[config.mk]
export PLATFORM = sky130hd
export DESIGN_NAME = julia_mem_arbiter
export DESIGN_NICKNAME = d
export VERILOG_FILES = /design/src/rtl/julia_pkg.sv /design/src/rtl/julia_rr_pick.sv /design/src/rtl/julia_mem_arbiter.sv
export SDC_FILE = /design/constraint.sdc
export NUM_CORES = 1
export LEC_CHECK = 0
export CAP_MARGIN = 20
export CORE_AREA = 10 10 442 444
export CTS_BUF_LIST = sky130_fd_sc_hd__clkbuf_8 sky130_fd_sc_hd__clkbuf_16
export DETAILED_ROUTE_END_ITERATION = 6
export DIE_AREA = 0 0 452 454
export HOLD_SLACK_MARGIN = 0.12
export REMOVE_ABC_BUFFERS = 1
export SLEW_MARGIN = 20
export SYNTH_ARGS = -nofsm -noshare
export SYNTH_HDL_FRONTEND = slang
export SYNTH_SLANG_ARGS = --single-unit
[constraint.sdc]
create_clock -name clk -period 6.2 [get_ports clk]
set_input_delay 1.86 -clock clk [delete_from_list [all_inputs] [get_ports clk]]
set_output_delay 1.86 -clock clk [all_outputs]
set_load 0.02 [all_outputs]
[src/rtl/julia_pkg.sv]
// Shared types and constants for the julia frame-buffer write arbiter.
package julia_pkg;

    typedef enum logic [1:0] {
        IDLE,
        WRITE,
        ACK
    } arb_state_t;

    localparam int NUM_WORKERS_DEF = 16;

    // Index width that stays legal for a single requester.
    function automatic int idx_w(input int n);
        return (n > 1) ? $clog2(n) : 1;
    endfunction

endpackage

[src/rtl/julia_rr_pick.sv]
// Round-robin pick: first set request at or after the pointer, wrapping N-1 -> 0.
module julia_rr_pick
    import julia_pkg::*;
#(
    parameter int N     = NUM_WORKERS_DEF,
    parameter int IDX_W = idx_w(NUM_WORKERS_DEF)
) (
    input  logic [N-1:0]     req,
    input  logic [IDX_W-1:0] pointer,
    output logic             valid,
    output logic [IDX_W-1:0] grant
);

    always_comb begin
        valid = 1'b0;
        grant = '0;
        for (int unsigned i = 0; i < N; i++) begin
            int unsigned idx;
            // Pointer is always below N, so one subtraction wraps non-power-of-2 counts.
            idx = 32'(pointer) + i;
            if (idx >= 32'(N)) idx = idx - 32'(N);
            if (!valid && req[idx]) begin
                valid = 1'b1;
                grant = IDX_W'(idx);
            end
        end
    end

endmodule

[src/rtl/julia_mem_arbiter.sv]
// Shares the frame-buffer write port among julia workers with round-robin arbitration.
// Optional pixel counter enabled by defining JULIA_ARB_STATS_EN.
module julia_mem_arbiter
    import julia_pkg::*;
#(
    parameter int NUM_WORKERS = NUM_WORKERS_DEF,
    parameter int ADDR_W      = 32,
    parameter int DATA_W      = 32
) (
    input  logic                          clk,
    input  logic                          rst,
    input  logic [NUM_WORKERS-1:0]        jw_mc_done,
    input  logic [NUM_WORKERS*DATA_W-1:0] color_in,
    input  logic [NUM_WORKERS*ADDR_W-1:0] addr_in,
    input  logic                          wr_done,
    output logic [NUM_WORKERS-1:0]        mc_jw_busy,
    output logic [NUM_WORKERS-1:0]        mc_jw_done,
    output logic [ADDR_W-1:0]             wr_addr,
    output logic [DATA_W-1:0]             wr_data,
    output logic                          wr_ready,
    output logic [31:0]                   pixel_count
);

    localparam int IDX_W = idx_w(NUM_WORKERS);

    arb_state_t             state_q, state_d;
    logic [IDX_W-1:0]       ptr_q, ptr_d;
    logic [IDX_W-1:0]       grant_q, grant_d;
    logic [NUM_WORKERS-1:0] mask_q, mask_d;
    logic [NUM_WORKERS-1:0] busy_d, done_d;
    logic [ADDR_W-1:0]      wr_addr_d;
    logic [DATA_W-1:0]      wr_data_d;
    logic                   wr_ready_d;

    logic [NUM_WORKERS-1:0] req;
    logic                   pick_valid;
    logic [IDX_W-1:0]       pick_grant;

    assign req = jw_mc_done & ~mask_q;

    julia_rr_pick #(
        .N     (NUM_WORKERS),
        .IDX_W (IDX_W)
    ) u_pick (
        .req     (req),
        .pointer (ptr_q),
        .valid   (pick_valid),
        .grant   (pick_grant)
    );

    always_comb begin
        state_d    = state_q;
        ptr_d      = ptr_q;
        grant_d    = grant_q;
        mask_d     = mask_q;
        busy_d     = mc_jw_busy;
        done_d     = mc_jw_done;
        wr_addr_d  = wr_addr;
        wr_data_d  = wr_data;
        wr_ready_d = wr_ready;
        case (state_q)
            IDLE: begin
                // The just-served worker is masked for this one cycle only.
                mask_d = '0;
                if (pick_valid) begin
                    grant_d    = pick_grant;
                    wr_addr_d  = addr_in[int'(pick_grant)*ADDR_W +: ADDR_W];
                    wr_data_d  = color_in[int'(pick_grant)*DATA_W +: DATA_W];
                    wr_ready_d = 1'b1;
                    busy_d     = '1;
                    state_d    = WRITE;
                end
            end
            WRITE: begin
                if (wr_done) begin
                    wr_ready_d = 1'b0;
                    done_d     = NUM_WORKERS'(1) << grant_q;
                    state_d    = ACK;
                end
            end
            ACK: begin
                done_d  = '0;
                busy_d  = '0;
                ptr_d   = (grant_q == IDX_W'(NUM_WORKERS - 1)) ? '0 : grant_q + 1'b1;
                mask_d  = NUM_WORKERS'(1) << grant_q;
                state_d = IDLE;
            end
            default: state_d = IDLE;
        endcase
    end

    always_ff @(posedge clk or posedge rst) begin
        if (rst) begin
            state_q    <= IDLE;
            ptr_q      <= '0;
            grant_q    <= '0;
            mask_q     <= '0;
            mc_jw_busy <= '0;
            mc_jw_done <= '0;
            wr_addr    <= '0;
            wr_data    <= '0;
            wr_ready   <= 1'b0;
        end else begin
            state_q    <= state_d;
            ptr_q      <= ptr_d;
            grant_q    <= grant_d;
            mask_q     <= mask_d;
            mc_jw_busy <= busy_d;
            mc_jw_done <= done_d;
            wr_addr    <= wr_addr_d;
            wr_data    <= wr_data_d;
            wr_ready   <= wr_ready_d;
        end
    end

`ifdef JULIA_ARB_STATS_EN
    always_ff @(posedge clk or posedge rst) begin
        if (rst) begin
            pixel_count <= '0;
        end else if (state_q == WRITE && wr_done) begin
            pixel_count <= pixel_count + 32'd1;
        end
    end
`else
    assign pixel_count = '0;
`endif

endmodule

### Yosys cells after proc, flatten, opt, wreduce, memory -nomap -nowiden

Cells that the tools add are included.

| storage, ports and cells | value |
|---|---|
| logic and storage cells | 214 |
| register bits | 123 |
| input bits | 1043 |

| operators by class | value |
|---|---|
| order comparisons | 32 |
| shift-type cells | 3 |
| $add $sub $neg | 32 |
| bitwise logic cells | 2 |
| reduce and logical (&&, ||, !) cells | 39 |
| equal/unequal tests | 5 |
| multiplexer cells | 92 |

Operators with widths:

| operator | number |
|---|---|
| 512-bit by 10-bit variable part select with 32-bit output | 2 |
| 32-bit by 5-bit less-than comparator with 1-bit output (second input constant) | 16 |
| 32-bit 2-to-1 mux | 16 |
| 32-bit by 5-bit greater-or-equal comparator with 1-bit output (second input constant) | 15 |
| 32-bit by 5-bit subtractor with 32-bit output (second input constant) | 15 |
| 16-bit case mux with 2 select lines | 3 |
| 4-bit 2-to-1 mux | 17 |
| 1-bit binary-select mux with 4-bit select | 16 |
| 4-bit by 4-bit adder with 5-bit output (second input constant) | 8 |
| 1-bit 2-to-1 mux | 34 |
| 16-bit 2-to-1 mux | 2 |
| 4-bit by 3-bit adder with 5-bit output (second input constant) | 4 |
| 16-bit bitwise AND | 1 |
| 16-bit NOT | 1 |
| 1-bit by 4-bit left shift with 16-bit output (first input constant) | 1 |
| 1-bit logical AND | 15 |
| 1-bit zero test | 15 |
| 4-bit by 2-bit adder with 5-bit output (second input constant) | 2 |
| 2-bit AND reduction | 4 |
| 2-bit nonzero test | 3 |
| 4-bit by 5-bit subtractor with 6-bit output (second input constant) | 1 |
| 4-bit by 1-bit adder with 5-bit output (second input constant) | 1 |
| 4-bit by 5-bit greater-or-equal comparator with 1-bit output (second input constant) | 1 |
| 4-bit by 1-bit adder with 4-bit output (second input constant) | 1 |
| 9 further kinds | 11 |

### Logic depth before layout (Yosys ltp)

Gate-level depths: netlist (run 1).

| logic depth | value |
|---|---|
| word-level depth | 52 |
| depth in mapped cells | 21 |
| gate-level depth less buffers | 14 |

### Cells and area by module

A second synthesis (run 1) with hierarchy kept.

| second synthesis, totals | value |
|---|---|
| cell total of the unflattened synthesis | 1496 |
| area, all modules | 14611.5 um^2 |

By module, submodules not included:

| module | cells each | instances | area each (um^2) |
|---|---|---|---|
| julia_mem_arbiter | 1249 | 1 | 12524.5 |
| julia_rr_pick | 247 | 1 | 2087.0 |

### Worst setup path after synthesis (run 1)

Ideal clock, no wire load.

| path | value |
|---|---|
| path kind | input to register |
| start point | in jw_mc_done[2] |
| end point | reg wr_addr[10] |
| arrival | 5324 ps |
| slack | 744 ps |
| data required time | 6069 ps |
| stages | 14 |
| path buffers | 3 |
| path through | nor2b_1 -> mux4_2 -> mux4_2 -> nand2b_1 -> or4_1 -> buf_2 -> o41ai_4 -> o21bai_1 -> o21ba_2 -> nand2b_1 -> buf_4 -> clkbuf_4 -> a221oi_1 -> or3_1 |

| on the way | value |
|---|---|
| word-level cells in the longest chain between the ends | 50 |
| elaborated cells between the ends (all ways) | 97 |
| those cells by class | shift: 1; mux: 64; bitwise: 1; reduce/logical: 31 |

RTL lines:

| element | line | RTL |
|---|---|---|
| start, declared | julia_mem_arbiter.sv:12 | `input logic [NUM_WORKERS-1:0] jw_mc_done,` |
| 16-bit bitwise AND (*) | julia_mem_arbiter.sv:39 | `assign req = jw_mc_done & ~mask_q;` |
| 1-bit binary-select mux with 4-bit select | julia_rr_pick.sv:22 | `if (!valid && req[idx]) begin` |
| 1-bit 2-to-1 mux (implied by the code) | julia_rr_pick.sv:22 |  |
| 1-bit 2-to-1 mux | julia_rr_pick.sv:22 |  |
| 1-bit zero test | julia_rr_pick.sv:22 |  |
| 1-bit logical AND | julia_rr_pick.sv:22 |  |
| 1-bit 2-to-1 mux | julia_rr_pick.sv:22 |  |
| 1-bit zero test | julia_rr_pick.sv:22 |  |
| [... 34 more ...] | -- |  |
| 1-bit 2-to-1 mux | julia_rr_pick.sv:22 |  |
| 1-bit zero test | julia_rr_pick.sv:22 |  |
| 1-bit logical AND | julia_rr_pick.sv:22 |  |
| 1-bit 2-to-1 mux | julia_rr_pick.sv:22 |  |
| 1-bit zero test | julia_rr_pick.sv:22 |  |
| 1-bit logical AND | julia_rr_pick.sv:22 |  |
| 4-bit 2-to-1 mux / 1-bit 2-to-1 mux (equally long branches) | julia_rr_pick.sv:22 |  |
| 512-bit by 10-bit variable part select with 32-bit output / 2-bit AND reduction (equally long branches) | -- |  |
| end signal, assigned | julia_mem_arbiter.sv:110 | `wr_addr <= wr_addr_d;` |
| end, declared | julia_mem_arbiter.sv:18 | `output logic [ADDR_W-1:0] wr_addr,` |

Every way passes the cells marked *; elsewhere a longest branch is shown, timed or not. The select of a mux whose other input is x is not followed.
A chain may end at the register's enable or synchronous reset.

### Worst setup path in the final report (run 1)

| path | value |
|---|---|
| start point | in jw_mc_done[0] |
| end point | reg wr_data[26] |

| on the way | value |
|---|---|
| word-level cells in the longest chain between the ends | 50 |
| elaborated cells between the ends (all ways) | 97 |
| those cells by class | shift: 1; mux: 64; bitwise: 1; reduce/logical: 31 |

RTL lines:

| element | line | RTL |
|---|---|---|
| 16-bit bitwise AND (*) | julia_mem_arbiter.sv:39 |  |
| 1-bit binary-select mux with 4-bit select | julia_rr_pick.sv:22 |  |
| 1-bit 2-to-1 mux (implied by the code) | julia_rr_pick.sv:22 |  |
| 1-bit 2-to-1 mux | julia_rr_pick.sv:22 |  |
| 1-bit zero test | julia_rr_pick.sv:22 |  |
| 1-bit logical AND | julia_rr_pick.sv:22 |  |
| 1-bit 2-to-1 mux | julia_rr_pick.sv:22 |  |
| 1-bit zero test | julia_rr_pick.sv:22 |  |
| [... 34 more ...] | -- |  |
| 1-bit 2-to-1 mux | julia_rr_pick.sv:22 |  |
| 1-bit zero test | julia_rr_pick.sv:22 |  |
| 1-bit logical AND | julia_rr_pick.sv:22 |  |
| 1-bit 2-to-1 mux | julia_rr_pick.sv:22 |  |
| 1-bit zero test | julia_rr_pick.sv:22 |  |
| 1-bit logical AND | julia_rr_pick.sv:22 |  |
| 4-bit 2-to-1 mux / 1-bit 2-to-1 mux (equally long branches) | julia_rr_pick.sv:22 |  |
| 512-bit by 10-bit variable part select with 32-bit output / 2-bit AND reduction (equally long branches) | -- |  |
| end signal, assigned | julia_mem_arbiter.sv:111 | `wr_data <= wr_data_d;` |
| end, declared | julia_mem_arbiter.sv:19 | `output logic [DATA_W-1:0] wr_data,` |

Marks and branches as above.

==> results of run 1 <==
cell usage in the layout (no fill, tap or decap), drive strengths merged, types with 5 or more instances in the layout:
cell type and n:
a21oi 152, or3b 8, clkdlybuf4s50 1139, mux2 134, o22ai 7, o21ai 34, nor3 5, nand2 263
nand2b 25, dfrtp 108, o31ai 11, buf 341, mux2i 391, nand4 23, nor2b 18, o41ai 7
o221ai 69, diode 49, nor2 27, inv 19, xnor2 7, nand3 36, ha 13, a221oi 129
xor2 8, nor4 6, mux4 20, conb 32, nand3b 12, or3 66, clkbuf 11, and4 9
timing repair:
action	in CTS	in global routing
buffers inserted	2	3
pin swaps	1	2
endpoints found under the hold margin	0	0
setup endpoints to repair	5	37
resized for setup	6	32
cloned	0	2
cell type report:
class | instances | area share, %
Antenna cell | 49 | 0.369
Timing Repair Buffer | 1482 | 43.8
Clock buffer | 9 | 0.678
Clock inverter | 7 | 0.252
Multi-Input combinational cell | 1573 | 37.1
Inverter | 16 | 0.196
Tap cell | 2495 | 9.40
Sequential cell | 108 | 8.14
cells by family after synthesis:
kind of cell    synth area share (%)
compound gates                  20.5
xor+xnor                       0.859
fa+ha+maj                       1.01
buf+inv                         9.04
flops                           16.7
mux                             36.3
other cells                   0.0232
simple gates                    15.5
per-stage QoR:
step | setup TNS (ps) | utilization, %
floorplan | -1620750 | -
global placement | -22110 | 17.4
detailed placement | -22440 | 17.4
CTS | 0 | 17.6
global route | -25.5 | 17.8
finish | 0 | 17.8
layer usage:
metal  routed length (um)  part of all wire (%)  GRT usage [%]
met5                  631                  0.36              0
met4                 6490                   3.7           6.46
met3                20100                    11           8.30
met2                83000                    47           25.9
met1                64900                    37           17.6
how the worst min path moves through the flow:
stage                   start        end  slack, ps  depth (start not counted)
floorplan           mask_q[0]  mask_q[0]        470                          2
global placement     wr_ready   wr_ready        470                          2
detailed placement   wr_ready   wr_ready        470                          2
CTS                  wr_ready   wr_ready        490                          2
global route         wr_ready   wr_ready        510                          2
finish               wr_ready   wr_ready        480                          2
state kept, by name, summed over array words and instances, names as in the netlist, 2 cells and up:
signal      cells
wr_addr        32
state_q         2
wr_data        32
ptr_q           4
grant_q         4
mask_q         16
mc_jw_done     16
worst reg2reg max path, cell delays in order (launching register included):
cell and delay, ps:
dfrtp_1 380, clkinv_1 80, ha_1 570, inv_1 360, mux4_2 430, a22oi_1 230
buf_4 150, nand2_1 130, nor4_4 480, buf_4 200, o221a_2 200, a211oi_1 70
o21ai_4 240, buf_12 230, buf_6 340, mux2i_2 380, mux2_1 230, o221ai_1 240
or3_1 370
==> metrics.txt, run 1 <==
outcome finished clean; r2r startpoint ptr_q[2]; final slew viol count 0; CP arrival 6520 ps; reg2reg path depth 18; wire per inst between 30 and 40 um; via count about 22000; placed wire-length estimate around 160000 um; IO buf count 1139; clock skew 30.8 ps; Die Span Y 454 um; fraction of layout cells with a size suffix above 1 between 10% and 20%; initial antenna violation count about 140; Syn Area/Cell between 8 and 9 um^2; crit path from jw_mc_done[0]; post-place setup slack -806 ps; Main synth FF type dfrtp_1; crit path to wr_data[26]; placed cell areas approximately 32000 um^2; DR pass1 iterations 7; Starting DRT DRC Count roughly 1900; Async S/R FF share, synth 100%; Setup violations, final 0; first-pass GRT wire length 219000 um; Multi-input gate area roughly 12000 um^2; Clock Sinks between 100 and 150; crit end category register; Remaining Overflow, GRT 0; Crit Path Category primary input to register; largest net degree at the start of global routing 57; synth unique cells 80; fin area 33200 um^2; RSZ-0062 raised after global routing true; Max Cap Viol 0; fillers roughly 21000; Hold Slack just under 500 ps; Final nets between 4000 and 5000; Synth area leader mux2i_1; Detail Route Antenna Nets 0; core box area 187000 um^2; slowest CP cell mux4_2; mapped cell area approximately 16000 um^2; Crit path top cell by count buf_4; Remaining DRCs 0; Tightest Hold Check Type register to register; detail-routed via count per cell between 3 and 4; final worst slack ~56 ps; Ports between 1000 and 1500; CTS Root Cell clkbuf_16; Hold-fix buffers, CTS 0; Slew HR between 20 and 30%; WL final about 170000 um; initial core utilization 8.67%; sequential-to-total area share from yosys stat around 17%; Area contributors post-synth mux2i_1 (24%), dfrtp_1 (17%), mux2_1 (8.6%), a221oi_1 (6.9%), nand2_1 (6.1%); Rows between 150 and 200; CTS H-tree depth 3; worst path required time roughly 6600 ps; Die X between 400 and 500 um; Cells after Synth 1890; critical path's top delay family buffers and inverters; Placed Cells 5667; Max Freq 0.163 GHz; TritonCTS clock tree done; vias in the first global route approximately 23000; Seq. cell area around 2700 um^2; die area a little over 200000 um^2; worst-margin pin slew 1070 ps; period utilization between 90% and 100%; Levels on crit path 17; Clk Latency, worst-skew pair 500 ps; CTS Buffer Depth 2; startpoint class of the critical path primary input; Worst Path Max Fanout 24; crit path cell chain clkdlybuf4s50_1 -> nor2b_1 -> mux4_2 -> a22oi_1 -> buf_4 -> nand2_1 -> nor4_4 -> buf_4 -> o221a_2 -> a211oi_1 -> o21ai_4 -> buf_12 -> buf_6 -> mux2i_2 -> mux2_1 -> o221ai_1 -> or3_1; post-route non-filler standard cell count ~5700; synth-to-layout area growth 105%; total CTS buffers 9; Total Routing Usage GR 16.0%; R2R Setup Slk ~760 ps; EDFF count, synth 0; CP Buf/Inv Count 5; min Tclk post-route 6140 ps; Seq cells post-synth ~110; Final Wtd Congestion 0.948; Clock Pin Slew Worst Setup and Hold Paths between 100 and 150 ps; max incr delay on CP between 500 and 600 ps; Ys Warns 0; FF-to-FF End wr_data[26]; count leader, synth mux2i_1; post-synth top area share between 20% and 30%; final hold violation count 0; Synth top cells by count mux2i_1 (391), nand2_1 (262), a21oi_1 (151), a221oi_1 (128), mux2_1 (124)
Power of run 1 is left out: the tool's default activity adds up to more than one toggle a clock period on the data nets, which glitch-free logic cannot reach.
==> run 2: changes to the inputs <==
--- a/config.mk
+++ b/config.mk
@@ -6,11 +6,14 @@
 export NUM_CORES = 1
 export LEC_CHECK = 0
 export CAP_MARGIN = 20
-export CORE_AREA = 10 10 442 444
+export CELL_PAD_IN_SITES_DETAIL_PLACEMENT = 0
+export CELL_PAD_IN_SITES_GLOBAL_PLACEMENT = 1
+export CORE_AREA = 10 10 453 455
 export CTS_BUF_LIST = sky130_fd_sc_hd__clkbuf_8 sky130_fd_sc_hd__clkbuf_16
 export DETAILED_ROUTE_END_ITERATION = 6
-export DIE_AREA = 0 0 452 454
+export DIE_AREA = 0 0 463 465
 export HOLD_SLACK_MARGIN = 0.12
+export PLACE_DENSITY_LB_ADDON = 0.1
 export REMOVE_ABC_BUFFERS = 1
 export SLEW_MARGIN = 20
 export SYNTH_ARGS = -nofsm -noshare
==> metrics.txt, run 2 (synthesis gave the netlist of run 1 again) <==
largest net degree at the start of global routing between 70 and 80; Die Span Y approximately 470 um; period utilization roughly 98%; final worst slack between 100 and 150 ps; Setup violations, final 0; detail-routed via count per cell around 3.6; Crit path top cell by count buf_4; DR pass1 iterations 5; Clk Latency, worst-skew pair around 480 ps; Clock Sinks between 100 and 150; RSZ-0062 raised after global routing true; gr busiest metal met2; Die X 463 um; M3 GR Usage under 10%; Final Wtd Congestion between 0.8 and 0.9; final slew viol count 0; Starting DRT DRC Count between 1000 and 1500; max incr delay on CP approximately 570 ps; Seq. cell area about 2700 um^2; commonest non-fill, non-tap cell in the layout clkdlybuf4s50_1; placed wire-length estimate 169000 um; total CTS buffers 9; initial core utilization approximately 8%; core box area slightly below 200000 um^2; CTS Buffer Depth 2; met2 usage a little under a third; vias in the first global route 23300; outcome finished clean; Rows 163; biggest regs wr_addr x32, wr_data x32; Max Cap Viol 0; IO buf count about 1100; Hold-fix buffers, CTS 0; Placed Cells just under 6000; initial antenna violation count between 150 and 200; Remaining DRCs 0; WL final about 190000 um; CP arrival 6470 ps; worst path required time 6570 ps; post-place setup slack -946 ps; Slew HR ~34%; Crit Path Category primary input to register; Multi-input gate area 12500 um^2; CTS H-tree depth 3; Clock Pin Slew Worst Setup and Hold Paths around 120 ps; Max Freq 0.164 GHz; synth-to-layout area growth 112%; first-pass GRT wire length 242000 um; crit end category register; Hold Slack 500 ps; Total Routing Usage GR about 17%; wire per inst approximately 32 um; CP Buf/Inv Count 7; die area around 220000 um^2; Detail Route Antenna Nets 0; post-route non-filler standard cell count 5920; CTS Root Cell clkbuf_16; final hold violation count 0; slowest CP cell mux4_2; met1 usage 18.6%; Ports ~1200; crit path cell chain clkdlybuf4s50_1 -> nor2b_1 -> mux4_2 -> buf_4 -> a22oi_1 -> buf_4 -> nor2b_1 -> a21oi_1 -> a22oi_1 -> o32ai_4 -> o21ai_4 -> buf_4 -> buf_12 -> buf_12 -> mux2i_1 -> buf_4 -> mux2_1 -> o221ai_1 -> or3_1; Tightest Hold Check Type register to register; fraction of layout cells with a size suffix above 1 roughly 16%; worst-margin pin slew 988 ps; critical path's top delay family buffers and inverters; commonest cells after routing, fill and taps aside clkdlybuf4s50_1 (1139), mux2i_1 (367), buf_4 (313); Remaining Overflow, GRT 0; via count around 22000; fillers around 22000; clock skew 49.4 ps; TritonCTS clock tree done; startpoint class of the critical path primary input; Worst Path Max Fanout 12; min Tclk post-route just over 6000 ps; Final nets around 4300
-- run 2: layer usage --
metal / part of all wire [%] / up-vias
li1: - / 9963
met1: 39 / 10300
met2: 51 / 841
met3: 8.0 / 297
met4: 1.8 / 134
met5: 0.47 / -
-- run 2: metrics by stage --
stage	TNS, ps	util [%]	instance area (um^2)
2_1_floorplan	-1620750	-	14900
3_3_place_gp	-46380	16.9	33200
3_5_place_dp	-43190	16.9	33200
4_1_cts	0	17.1	33600
5_1_grt	-266	17.4	34200
6_report	0	17.5	34200
-- run 2: final cells by class --
cell class              count  share of cell area, %
inverters                  16                  0.197
clock inverters             7                  0.227
well taps                2640                   9.65
repair buffers           1526                   44.4
flip-flops and latches    108                   7.89
multi-input cells        1573                   36.6
clock buffers               9                  0.658
diodes                     41                  0.300
-- run 2: worst register-to-register path: cells and delay by family (launching register included) --
family	cells	cell delay (ps)
buffers and inverters	7	1590
DFF	1	400
AOI/OAI and AO/OA	2	130
muxes	3	1400
and+or+nand+nor	4	1300
adders and majority gates	1	590
-- run 2: repair_timing --
action / in CTS / in global routing
resized for setup: 13 / 61
setup buffers: 4 / 11
pin swaps: 2 / 3
endpoints found under the setup margin: 62 / 62
cloned: 0 / 3
-- run 2: final timing paths --
check,from,end,slack [ps],depth (start not counted)
min in group asynchronous,rst,wr_addr[10],1950,2
max,jw_mc_done[9],wr_data[17],110,19
min reg2reg,wr_ready,wr_ready,500,2
min,wr_ready,wr_ready,500,2
max reg2reg,ptr_q[1],wr_data[5],730,17
max in group asynchronous,rst,wr_data[9],3390,3
Power of run 2 is left out for the same reason.
==> RTL edit: new RTL, settings of run 1 <==
Re-encode `arb_state_t` (3 states) as one-hot, 3 bits wide.
--- a/src/rtl/julia_pkg.sv
+++ b/src/rtl/julia_pkg.sv
@@ -2,8 +2,8 @@
 package julia_pkg;
 
-    typedef enum logic [1:0] {
-        IDLE,
-        WRITE,
-        ACK
+    typedef enum logic [2:0] {
+        IDLE  = 3'b001,
+        WRITE = 3'b010,
+        ACK   = 3'b100
     } arb_state_t;
 
Formal check against the unedited RTL: same outputs for any inputs over 4 cycles, from zero or initial values and one cycle with rst high; so few cycles prove little.
==> RTL edit against run 1 <==
Synthesized area grew 5.5%. Sequential cell count grew 1. Critical endpoint is now wr_data[6]. Utilization grew 0.30 points. Wire length shrank 7.8%. Worst setup slack lost 22 ps. Non-clock buffer count shrank 10. Final area grew 1.7%.
Power is left out: the tool's default activity adds up to more than one toggle a clock period on the data nets, which glitch-free logic cannot reach.
==> RTL edit: results (changes against run 1) <==
synth unique cells=81 (+1.3%); worst hold start=wr_data[29]; initial antenna violation count=57 (-58%); crit path capture=wr_data[6]; CP top delay family=simple AND/OR/NAND/NOR gates; largest net degree at the start of global routing=87 (+53%); r2r endpoint=wr_data[6]; routed wire length=161000 microns (-7.8%); setup bufs post-CTS=0 (-2); Synth area leaders=mux2i_1, dfrtp_1, nand2_1; First DRT Iteration DRCs=2310 (+23%); fraction of layout cells with a size suffix above 1=11.9% (-2.1 points); compound-gate portion of the synthesized area=26.3% (+5.8 points); outcome=finished clean; Worst path slowest cell=or4_4; first-pass GRT wire length=212000 microns (-3.1%); Non-CTS inverters=92 (+76); Post-synth top cells=nand2_1, mux2i_1, a211oi_1; Num Clock Sinks=109 (+0.93%); Synth Area in XOR/XNOR=0.924% (+0.066 points); DRT Pass-1 Iters=5 (-2); count of multi-input gates=1892 (+20%); Critical Path AT=6560 ps (+40 ps); worst clock skew=25.5 ps (-5.29 ps); Worst Reg-to-Reg Cells=19 (+1); multi-input logic area=12800 sq um (+3.4%); NonClk Buf Share=42.8% (-1.0 points); Tot GR Track Use=14.7% (-1.2 points); crit path from=jw_mc_done[8]; FILL cells=21256 (+0.69%); largest family of logic cells by synthesized area=compound AO/OA/AOI/OAI gates; Post-DP HPWL=139000 microns (-10%); Worst Tran Pin Value=995 ps (-79.7 ps); vias in the first global route=24764 (+9.7%); clock network area share=0.952% (+0.021 points); largest fanout on the critical path=32 (+33%); mux contribution to synthesized area=19.7% (-17 points); worst hold endpoint=wr_data[29]; Worst path max stage delay=590 ps (+60 ps)
RTL edit: cell types whose count changed in the layout (fill, tap and decap cells not counted), moves of 77 or more:
cell,delta
a211oi_1,+151
mux2_1,-124
a221oi_1,-125
a21oi_1,-124
inv_1,+77
mux2i_1,-85
nand2_1,+421
RTL edit: what timing repair did:
item / in CTS / in global routing
pin swaps: 0 / 4
hold buffers: 0 / 0
endpoints found under the setup margin: 2 / 36
resized for setup: 3 / 18
cloned: 0 / 0
RTL edit: stage by stage:
step	utilization, %	hold slack [ps]	std cells	area (sq um)	worst slack (ps)
finish	18.1	510	6093	33800	33.4
global route	18.1	545	6086	33800	-1.47
CTS	18.0	513	6076	33600	42.4
detailed placement	17.8	484	6060	33300	-609
global placement	17.8	482	6060	33300	-676
floorplan	-	503	2093	15600	-11920
RTL edit: per-layer routing:
metal	part of all wire (%)	GRT usage [%]
met2	50	25.6
met1	39	17.7
met3	8.6	4.08
met5	0.040	0
met4	2.6	3.94
